File: src/rtl/general_reg_file_if.sv
// Register-file access bus: two combinational read ports and one clocked write port.
interface general_reg_file_if;
   logic [4:0]  RA;
   logic [4:0]  RB;
   logic [4:0]  RW;
   logic [31:0] busW;
   logic        RegWrite;
   logic [31:0] busA;
   logic [31:0] busB;

   modport master (
      output RA, RB, RW, busW, RegWrite,
      input  busA, busB
   );

   modport slave (
      input  RA, RB, RW, busW, RegWrite,
      output busA, busB
   );
endinterface

File: src/rtl/general_reg_file.sv
// 32 x 32-bit register file, register 0 hardwired to zero, two async read ports.
module general_reg_file (
   input  logic                  clk,
   input  logic                  reset,
   general_reg_file_if.slave     bus
);

   logic [31:0] regs [32];

   always_ff @(posedge clk) begin
      if (reset) begin
         for (int i = 0; i < 32; i++) begin
            regs[i] <= '0;
         end
      end else if (bus.RegWrite && (bus.RW != 5'd0)) begin
         regs[bus.RW] <= bus.busW;
      end
   end

   // Reads come straight from storage: no bypass of the in-flight write data.
   assign bus.busA = (bus.RA == 5'd0) ? 32'h0 : regs[bus.RA];
   assign bus.busB = (bus.RB == 5'd0) ? 32'h0 : regs[bus.RB];

endmodule

File: src/flat_wrapper.sv
// flat-port wrapper written by rule: the top's interface ports become plain ports
module general_reg_file_flat 
  (clk, reset, bus_RA, bus_RB, bus_RW, bus_busW, bus_RegWrite, bus_busA, bus_busB);
  general_reg_file_if bus_i ();
  input  logic clk;
  input  logic reset;
  input wire logic [$bits(bus_i.RA)-1:0] bus_RA;
  input wire logic [$bits(bus_i.RB)-1:0] bus_RB;
  input wire logic [$bits(bus_i.RW)-1:0] bus_RW;
  input wire logic [$bits(bus_i.busW)-1:0] bus_busW;
  input wire logic [$bits(bus_i.RegWrite)-1:0] bus_RegWrite;
  output wire logic [$bits(bus_i.busA)-1:0] bus_busA;
  output wire logic [$bits(bus_i.busB)-1:0] bus_busB;
  assign bus_i.RA = bus_RA;
  assign bus_i.RB = bus_RB;
  assign bus_i.RW = bus_RW;
  assign bus_i.busW = bus_busW;
  assign bus_i.RegWrite = bus_RegWrite;
  assign bus_busA = bus_i.busA;
  assign bus_busB = bus_i.busB;
  general_reg_file u_core (.clk(clk), .reset(reset), .bus(bus_i));
endmodule
File: config.mk
export PLATFORM = sky130hd
export DESIGN_NAME = general_reg_file_flat
export DESIGN_NICKNAME = d
export VERILOG_FILES = /design/src/rtl/general_reg_file_if.sv /design/src/rtl/general_reg_file.sv /design/src/flat_wrapper.sv
export SDC_FILE = /design/constraint.sdc
export NUM_CORES = 2
export LEC_CHECK = 0
export CORE_AREA = 3 3 313 315
export DETAILED_ROUTE_END_ITERATION = 12
export DIE_AREA = 0 0 316 318
export PLACE_DENSITY = 0.74
export SYNTH_ARGS = -nofsm -noshare
export SYNTH_HDL_FRONTEND = slang
export SYNTH_SLANG_ARGS = --single-unit
File: constraint.sdc
create_clock -name clk -period 3.35 [get_ports clk]
set_clock_uncertainty 0.05 [all_clocks]
set_input_delay 0.67 -clock clk [delete_from_list [all_inputs] [get_ports clk]]
set_output_delay 0.67 -clock clk [all_outputs]
set_load 0.01 [all_outputs]
## Yosys cells after proc, flatten, opt, wreduce, memory -nomap -nowiden

Memories as Yosys holds them, arrays and structs flattened.
Index checks and enable logic that the tools add are counted.
W data, S select, Z words.

| word-level totals | value |
|---|---|
| memory bits (writable) | 1,024 |
| input bits | 50 |
| bits in registers | 0 |
| logic and storage cells | 16 |
| latch bits | 0 |
| bits in read-only memories | 0 |
| memories kept | 1 |

| operators by class | value |
|---|---|
| reductions and logical operators | 5 |
| order comparisons | 0 |
| multiplexer cells | 10 |
| bitwise operators | 0 |
| divide/modulo/power cells | 0 |
| multiply operators | 0 |
| shift operators | 0 |
| equality and inequality tests | 0 |
| add/subtract/negate cells | 0 |

Memory list:

| memory | depth | bits a word | read ports | clocked after memory_dff | write ports | line | RTL |
|---|---|---|---|---|---|---|---|
| u_core.regs | 32 | 32 | 2 | 0 | 32 | general_reg_file.sv:8 | `logic [31:0] regs [32];` |

Operator list:

| kind | number |
|---|---|
| $mux W32 | 3 |
| $reduce_or A32 Y1 | 1 |
| $logic_not A5 Y1 | 2 |
| $mux W1 | 6 |
| $mux W5 | 1 |
| $reduce_bool A5 Y1 | 1 |
| $logic_and A1 B1 Y1 | 1 |

## Longest topological paths before layout

| logic depth | value |
|---|---|
| word-level depth | 7 |
| mapped depth | 8 |
| mapped depth without buffers | 4 |

## Worst setup path after synthesis

No wires, ideal clock.

| timing path | value |
|---|---|
| kind | input to output |
| start | input bus_RA[0] |
| end | output bus_busA[10] |
| stages on the path | 6 |
| path buffers | 3 |
| arrival time | 2.138 ns |
| data required time | 2.630 ns |
| path slack | 0.492 ns |
| path through | buf_6 > buf_6 > buf_2 > mux4_2 > a221oi_1 > a211oi_1 |

| on the way | value |
|---|---|
| cells in the longest elaborated chain, start to end | 2 |
| elaborated cells between the ends (all ways) | 3 |
| those cells by class | 1 x mux; 1 x reduce/logical; 1 x memory |

Ends and longest elaborated chain:

| what | line | RTL |
|---|---|---|
| start: declaration | flat_wrapper.sv:7 | `input wire logic [$bits(bus_i.RA)-1:0] bus_RA;` |
| $mem_v2 Z32 W32 or $logic_not A5 Y1 (tied branches) | n/a |  |
| $mux W32 (*) | general_reg_file.sv:21 | `assign bus.busA = (bus.RA == 5'd0) ? 32'h0 : regs[bus.RA];` |
| end: declaration | flat_wrapper.sv:12 | `output wire logic [$bits(bus_i.busA)-1:0] bus_busA;` |

Every way passes the cells marked *; elsewhere a longest branch is shown, timed or not.

## Final worst setup path

| timing path | value |
|---|---|
| start | input bus_RB[1] |
| end | output bus_busB[29] |

| on the way | value |
|---|---|
| cells in the longest elaborated chain, start to end | 2 |
| elaborated cells between the ends (all ways) | 3 |
| those cells by class | 1 x mux; 1 x reduce/logical; 1 x memory |

Ends and longest elaborated chain:

| what | line | RTL |
|---|---|---|
| start: declaration | flat_wrapper.sv:8 | `input wire logic [$bits(bus_i.RB)-1:0] bus_RB;` |
| $mem_v2 Z32 W32 or $logic_not A5 Y1 (tied branches) | n/a |  |
| $mux W32 (*) | general_reg_file.sv:22 | `assign bus.busB = (bus.RB == 5'd0) ? 32'h0 : regs[bus.RB];` |
| end: declaration | flat_wrapper.sv:13 | `output wire logic [$bits(bus_i.busB)-1:0] bus_busB;` |

Marks and branches as above.

==> metrics.md <==
| Metric | Value |
|---|---|
| Finished Layout Cells | roughly 5600 |
| Initial DRC count | 6284 |
| Syn_area_per_cell | 14.51 um2 |
| Mapped Area | between 50000 and 60000 um2 |
| Setup violation total in the final timing report | 5 |
| Die span in x | ~320 um |
| Max FFs per register | 1024 |
| Final worst slack | -0.04028 ns |
| Maximum clock path buffer count | 3 |
| CTS Sinks | 1024 |
| Core Area | 95150 um2 |
| Hold Crit Class | input pin to register |
| CTS tree | yes |
| Slew @ Worst Pin | roughly 1.2 ns |
| Placer congestion estimate | 0.9714 |
| Max Freq | about 300 MHz |
| Async SR Flop Fraction | 0% |
| H-tree depth | 3 |
| Max Fanout on Critical Path | 8 |
| CTS Root Cell | clkbuf_16 |
| Top flop regs | u_core.regs (1024) |
| Dpl hpwl | ~120000 um |
| Row count | 113 |
| Failing checks | setup timing |
| Startpoint of the lowest-slack hold path | reset |
| # hold bufs at CTS | 0 |
| Post-synth EDFFs | approximately 1000 |
| Synth Register Bits | roughly 1000 |
| Final period util | 101.2% |
| Yosys top cell area share | a little under three fifths |
| I/O pin count | 114 |
| Fin crit period | ~3.4 ns |
| Worst hold endpoint | u_core.regs[0][27] |
| Die footprint | 100500 um2 |
| RSZ-0062 raised after global routing | yes |
| Slew Viols, Final | 0 |
| Setup Slack @ Placement | -0.7827 ns |
| Grt total ovfl | 0 |
| Synth Instances | 3793 |
| Leak | 24.68 nW |
| Inst Count DP | 5278 |
| Relative slew slack | 17.04% |
| NumNets Final | roughly 4300 |
| All-layer global routing usage | 36.73% |
| Crit path launch type | input pin |
| Largest net degree at the start of global routing | 48 |
| Ys Warns | 0 |
| Initial antenna violation count | 6 |
| DIE HEIGHT | 318 um |
| Area delta synth->final | 21.83% |
| Hold Path Depth | 2 |
| CP Class | input pin to output pin |
| DRC | 0 |
| Via/cell ratio | 6.925 |
| Yosys cell types | 41 |
| Worst setup EP type | output pin |
| First-pass GRT wire length | 265500 um |
| Drt wl/cell | roughly 33 um |
| Max-Cap Viols | 0 |
| Layout cell share with drive strength beyond 1 | 32.72% |
| Pwr Density | 477.5 nW/um2 |
| Register area share after synthesis | between 50% and 60% |
| # fillers | roughly 6100 |
| Port Buf Inserts | 113 |
| Status | finished with violations |
| Largest area contributor in the netlist | edfxtp_1 |
| Final WL | 187000 um |
| Ys flop type | edfxtp_1 |
| Remaining antenna violation count | 0 |
| Pre-antenna DRT Iters | 6 |
| Dominant cells by area after synthesis | edfxtp_1 56%, mux4_2 12%, and2_1 11%, mux2i_1 5.8%, mux4_1 2.3% |
| Clk slew on worst S/H paths | 0.06 ns |
| Initial core utilization | approximately 58% |
| Crit path DAT | 2.67 ns |
| Final hold vios | 0 |
| Routed via count | 38680 |
| Peak supply drop | approximately 430 uV |
| Worst Path Required | between 2 and 3 ns |
| Largest Register | u_core.regs |
| TritonCTS Buffers | 107 |
| Vias in the first global route | 38100 |
## critical path, cell delays in order
cell       delay, ns
bufbuf_16       0.26
buf_12          0.14
bufbuf_16       0.28
mux4_2          0.48
o21ai_0         0.42
a311oi_1        0.21
buf_2           0.19
## metal layers
| layer | wire, um | vias up | track usage (%) |
|---|---|---|---|
| li1 | - | 15400 | - |
| met5 | 7 | - | 0 |
| met1 | 66390 | 19480 | 49.47 |
| met2 | 84200 | 3181 | 54.99 |
| met4 | 12010 | 2 | 20.09 |
| met3 | 24400 | 614 | 9.384 |
## cells by family after synthesis
logic type	count (synthesis)	synth area share, %
compound gates	367	5.159
buf+inv	414	3.458
flops	1024	55.88
mux	736	21.86
other cells	1	0.006815
simple gates	1251	13.63
## placed cells by master (no fill, tap or decap), drive strengths merged, types with 54 or more instances in the layout
cell / n
buf: 623
mux2i: 320
edfxtp: 1024
nand2: 101
o221ai: 64
clkbuf: 137
mux4: 352
mux2: 64
and2: 994
a22oi: 64
a211oi: 64
clkinv: 54
## area by class of cell
type                    instances  area, um2  share of cell area [%]
diodes                          4      10.01                 0.01493
clock buffers                 126       2834                   4.227
clock inverters                69      613.1                  0.9145
inverters                       2      12.51                 0.01866
multi-input cells            2387      23670                   35.30
flip-flops and latches       1024      30750                   45.87
well taps                    1265       1583                   2.361
repair buffers                708       7572                   11.29
## synth_stat cells (4+ instances only)
cell type and number:
a211oi_1 64, a21oi_1 32, a221oi_1 34, a221oi_2 13, a22oi_1 64, a311oi_1 32
and2_1 994, buf_2 51, buf_4 51, buf_6 12, clkbuf_1 296, edfxtp_1 1024
mux2_2 64, mux2i_1 320, mux4_1 48, mux4_2 304, nand2_1 101, nand3b_1 4
nand4_1 32, nor2_1 37, nor2b_1 37, o2111ai_1 17, o21ai_0 47, o221ai_1 64
or2_2 31
## what timing repair did
| action | CTS | global route |
|---|---|---|
| pin swaps | 59 | 31 |
| setup buffers | 67 | 36 |
| cloned | 19 | 2 |
| resized for setup | 427 | 102 |
| setup endpoints to repair | 64 | 50 |
## where the power goes
part | internal, mW | switching [mW] | total [mW]
registers | 14.8 | 0.405 | 15.2
clock network | 6.91 | 5.05 | 12.0
logic | 2.26 | 2.58 | 4.85
## worst max path at each step
stage,slack (ns),endpoint,depth (start not counted),startpoint
4_1_cts,-0.09,bus_busB[25],9,bus_RB[1]
2_1_floorplan,0.49,bus_busA[10],6,bus_RA[0]
5_1_grt,-0.05,bus_busA[24],8,bus_RA[0]
3_5_place_dp,-0.78,bus_busA[4],8,bus_RA[0]
3_3_place_gp,-0.80,bus_busA[4],9,bus_RA[0]
6_report,-0.04,bus_busB[29],7,bus_RB[1]
## per-stage QoR
| stage | hold slack, ns | power (mW) | setup TNS, ns | utilization [%] | cell area, um2 |
|---|---|---|---|---|---|
| CTS | 0.6304 | 31.80 | -0.1648 | 69.89 | 66500 |
| finish | 0.6431 | 32.01 | -0.08406 | 70.46 | 67040 |
| detailed placement | 1.357 | 19.72 | -32.36 | 64.23 | 61110 |
| global route | 0.6497 | 32.72 | -0.07853 | 70.45 | 67030 |
| global placement | 1.354 | 19.63 | -31.01 | 64.23 | 61110 |
| floorplan | 0.8182 | 17.55 | 0 | - | 55150 |
(Power assumes the default switching activity.)
